[config.mk]
export PLATFORM = sky130hd
export DESIGN_NAME = jk_down_counter
export DESIGN_NICKNAME = d
export VERILOG_FILES = /design/src/rtl/jk_counter_pkg.sv /design/src/rtl/jk_cell.sv /design/src/rtl/jk_down_counter.sv
export SDC_FILE = /design/constraint.sdc
export NUM_CORES = 1
export LEC_CHECK = 0
export ABC_AREA = 1
export ABC_CLOCK_PERIOD_IN_PS = 3400
export CAP_MARGIN = 20
export CORE_MARGIN = 5
export CORE_UTILIZATION = 30
export DETAILED_ROUTE_END_ITERATION = 7
export PLACE_DENSITY = 0.64
export SLEW_MARGIN = 30
export SYNTH_ARGS = -nofsm -noshare
export SYNTH_HDL_FRONTEND = slang
export SYNTH_SLANG_ARGS = --single-unit
[constraint.sdc]
create_clock -name clk -period 3.4 [get_ports clk]
set_input_delay 0.68 -clock clk [delete_from_list [all_inputs] [get_ports clk]]
set_output_delay 0.68 -clock clk [all_outputs]
set_load 0.05 [all_outputs]
[src/rtl/jk_counter_pkg.sv]
// Shared JK flip-flop control encoding for the JK counter family.
package jk_counter_pkg;

  localparam logic [1:0] JK_HOLD = 2'b00;
  localparam logic [1:0] JK_CLR  = 2'b01;
  localparam logic [1:0] JK_SET  = 2'b10;
  localparam logic [1:0] JK_TGL  = 2'b11;

  // Drive a cell to a known target value regardless of its present state.
  function automatic logic [1:0] jk_force(input logic target);
    return target ? JK_SET : JK_CLR;
  endfunction

endpackage

[src/rtl/jk_cell.sv]
// Single JK flip-flop with synchronous active-high clear.
module jk_cell (
  input  logic clk,
  input  logic clr,
  input  logic j,
  input  logic k,
  output logic q,
  output logic qn
);

  always_ff @(posedge clk) begin
    if (clr) begin
      q <= 1'b0;
    end else begin
      unique case ({j, k})
        2'b00:   q <= q;
        2'b01:   q <= 1'b0;
        2'b10:   q <= 1'b1;
        default: q <= ~q;
      endcase
    end
  end

  assign qn = ~q;

endmodule

[src/rtl/jk_down_counter.sv]
// Loadable modulo-MOD down counter built from JK cells, with zero flag and borrow pulse.
// Define JKDC_AUTORELOAD_EN to wrap to the last loaded value instead of MOD-1.
module jk_down_counter
  import jk_counter_pkg::*;
#(
  parameter int unsigned WIDTH = 4,
  parameter int unsigned MOD   = 16
) (
  input  logic             clk,
  input  logic             clr,
  input  logic             en,
  input  logic             ld,
  input  logic [WIDTH-1:0] din,
  input  logic             oe,
  output logic [WIDTH-1:0] dout,
  output logic             zero,
  output logic             bo
);

  localparam logic [WIDTH-1:0] MaxVal = WIDTH'(MOD - 1);

  logic [WIDTH-1:0]      count;
  logic [WIDTH-1:0]      count_n;
  logic [WIDTH-1:0]      din_sat;
  logic [WIDTH-1:0]      wrap_val;
  logic [WIDTH-1:0]      lower_zero;
  logic [WIDTH-1:0][1:0] jk_ctrl;
  logic                  bo_q;

  assign din_sat = (32'(din) < MOD) ? din : MaxVal;

`ifdef JKDC_AUTORELOAD_EN
  logic [WIDTH-1:0] reload_q;

  always_ff @(posedge clk) begin
    if (clr) begin
      reload_q <= MaxVal;
    end else if (ld) begin
      reload_q <= din_sat;
    end
  end

  assign wrap_val = reload_q;
`else
  assign wrap_val = MaxVal;
`endif

  assign zero = &count_n;

  always_comb begin
    lower_zero = '0;
    jk_ctrl    = '0;
    for (int i = 0; i < WIDTH; i++) begin
      // Bit i toggles on decrement only when every lower bit is zero.
      lower_zero[i] = &(count_n | ~((WIDTH'(1) << i) - WIDTH'(1)));
      jk_ctrl[i]    = JK_HOLD;
      if (clr) begin
        jk_ctrl[i] = JK_HOLD;
      end else if (ld) begin
        jk_ctrl[i] = jk_force(din_sat[i]);
      end else if (en) begin
        if (zero) begin
          jk_ctrl[i] = jk_force(wrap_val[i]);
        end else if (lower_zero[i]) begin
          jk_ctrl[i] = JK_TGL;
        end
      end
    end
  end

  for (genvar g = 0; g < WIDTH; g++) begin : g_cell
    jk_cell u_cell (
      .clk (clk),
      .clr (clr),
      .j   (jk_ctrl[g][1]),
      .k   (jk_ctrl[g][0]),
      .q   (count[g]),
      .qn  (count_n[g])
    );
  end

  always_ff @(posedge clk) begin
    if (clr) begin
      bo_q <= 1'b0;
    end else begin
      bo_q <= ~ld & en & zero;
    end
  end

  assign bo   = bo_q;
  assign dout = oe ? count : '0;

endmodule

==> reports/results.ini <==
[clock_tree]
clk_pin_slew_ns = 0.05
clkSinkCount = 5
cts_setup_buffers = 0
clockRootBuffer = clkbuf_4
cts_buffer_depth = 2
clock_latency_ns = 0.25
cts_resized = 0
ctsHoldBuffers = 0
cts_tree = built
htreeDepth = 1
cts_buffers = 3

[floorplan]
core-area_um2 = 1540
ios = 15
die_h_um = 50.6
die_w_um = 50.6
rows = 14
die_area_um2 = 2560
start_util_pct = 32.1

[place]
port_buffers = 14
gp_congestion = 0.798
placed_area_um2 = 656
dp_hpwl_um = 881

[grt]
grt_max_degree = 8
grt_first_pass_wirelength_um = 1770
overflow = 0
antenna_found_initial = 0
grt_pass1_vias = 442
grtUsageTotal_pct = 8.94

[worst_setup_path]
reg2reg_to = g_cell[2].u_cell.q
crit_arrival_ns = 2.12
r2r_setup_slack_ns = 1.77
path_class = in2out
worst_path_largest_cell_delay_ns = 0.79
crit_path_start = oe
cp.required_ns = 2.72
cp-start-kind = input port
slowest_stage = clkdlybuf4s50_1
cp_top_family = buffers and inverters
crit_buf_inv = 3
worstPathCellList = clkdlybuf4s50_1 > nand2_1 > inv_1 > clkdlybuf4s50_1
r2r-start = g_cell[0].u_cell.q
cp.depth = 4
critPathCaptureType = output port
reg2regPathDepth = 8
critPathMaxFanout = 4
crit_top_cell = clkdlybuf4s50_1

[final_layout]
fin_nets = 113
diodes = 0
final_cell_area_um2 = 682
drive_gt1_share_pct = 7.37
area_delta_synth_final_pct = 37.6

[logic_synthesis]
async_reset_ff_share_pct = 0
synth_area_per_cell_um2 = 6.43
yosysTopAreaCell = dfxtp_1
synth.distinct_cells = 17
synth_most_common_cell = nand2_1
netlist_instances = 77
ys_seq_area_share_pct = 20.2
synthesis.area_um2 = 495
synthFlopType = dfxtp_1
synth.net_count = 94
synth_top_area_share_pct = 20.2
synth_warnings = 0
synth_edf_count = 0
synthTopCellsByArea = dfxtp_1 (20%), ha_1 (20%), nand2_1 (17%)
synth_seq_cells = 5
synth_commonest_cells = nand2_1 (22), inv_1 (13), ha_1 (8), a21oi_1 (7)

[power_and_ir_drop]
power.density_nw_per_um2 = 403
p_int_uw = 160
peakVddDrop_uv = 99.9
seqPwrFrac_pct = 28.0
leakage_uw = 0.000338
p_comb_share_pct = 45.2
p_switching_uw = 115
power_frac_clock_pct = 26.8
switching_share_pct = 41.9

[worst_hold_path]
worstHoldStart = g_cell[3].u_cell.q
whs_endpoint = g_cell[3].u_cell.q
min_delay_path_depth = 2
min_path_type = reg2reg

[status]
outcome = completed

[sta]
relSlewSlack_pct = 66.8
grt_setup_unrepaired = false
tns_ns = 0
clock-skew-final_ns = 0.00710
hold_viol = 0
layout_worst_path_cycle_share_pct = 82.3
fmax_mhz = 357
slew_violations = 0
worst_pin_slew_ns = 0.496
post-route-min-period_ns = 2.80
final-setup-viol-count = 0

[route]
drtPass1Iterations = 4
avgRoutedWirePerCell_um = 10.4
drtIter0Drc = 25
drc = 0
drt-vias-per-instance = 4.88
ant_nets = 0
routed_wl_um = 1160
dr_total_vias = 542

[flow_run]
maxCapViolCount = 0

==> how the worst max path moves through the flow <==
stage,endpoint,slack (ns)
final,dout[0],0.60
after global routing,dout[3],0.53
after CTS,dout[1],0.59
after detailed placement,dout[1],0.60
after global placement,dout[1],0.61
after floorplan,g_cell[2].u_cell.q,1.65
==> power by group through the flow <==
stage	sequential (µW)	clock, µW	combinational (µW)
after floorplan	77.5	0	84.4
after global placement	78.3	0	121
after detailed placement	77.9	0	124
after CTS	76.8	74.7	125
after global routing	78.4	79.0	136
final	77.0	73.6	124
==> worst reg2reg max path, delay by kind of cell, from the launching register on <==
kind                     cells  cell delay, ns
AO/OA/AOI/OAI                3            0.43
adder cells (fa/ha/maj)      1            0.32
flip-flops                   1            0.38
AND/OR/NAND/NOR              4            0.40
==> layout by cell type (no fill, tap or decap), drive strengths merged <==
| master | n |
|---|---|
| o21ai | 7 |
| o21a | 2 |
| a21boi | 1 |
| nand4 | 1 |
| nor2 | 5 |
| clkdlybuf4s50 | 14 |
| nand2 | 22 |
| inv | 14 |
| a21oi | 8 |
| nand3 | 3 |
| o22ai | 1 |
| ha | 8 |
| dfxtp | 5 |
| clkbuf | 4 |
==> cell type report <==
class	count	area (µm²)
Clock buffer	4	26.3
Fill cell	175	860
Inverter	14	52.6
Multi-Input combinational cell	58	343
Sequential cell	5	100
Tap cell	16	20.0
Timing Repair Buffer	14	140
==> cell families (layout without fill, tap and decap cells) <==
logic type,Yosys count,after routing,share of synthesized area [%]
adders and majority gates,8,8,20.2
DFF,5,5,20.2
AOI/OAI and AO/OA,19,19,21.7
and+or+nand+nor,31,31,27.3
buffers and inverters,14,32,10.6
==> metal layers <==
metal / vias up / GRT usage (%) / wire length [µm]
met5: - / 0 / 0
met4: 0 / 8.09 / 53
met3: 7 / 3.85 / 122
met2: 30 / 12.2 / 476
met1: 221 / 10.3 / 504
li1: 284 / - / -
==> flip-flops by register name (all words and copies together), names as in the netlist <==
| name | count |
|---|---|
| bo | 1 |
| g_cell.u_cell.q | 4 |
==> per-stage QoR <==
stage	total power [µW]	hold WS (ns)	std cells	setup WS [ns]	utilization [%]
finish	275	0.517	111	0.602	44.2
global route	294	0.546	111	0.527	44.2
CTS	276	0.518	111	0.590	44.2
floorplan	162	0.462	77	1.65	-
detailed placement	202	0.509	107	0.597	42.5
global placement	200	0.517	107	0.608	42.5
(Power assumes the default switching activity.)
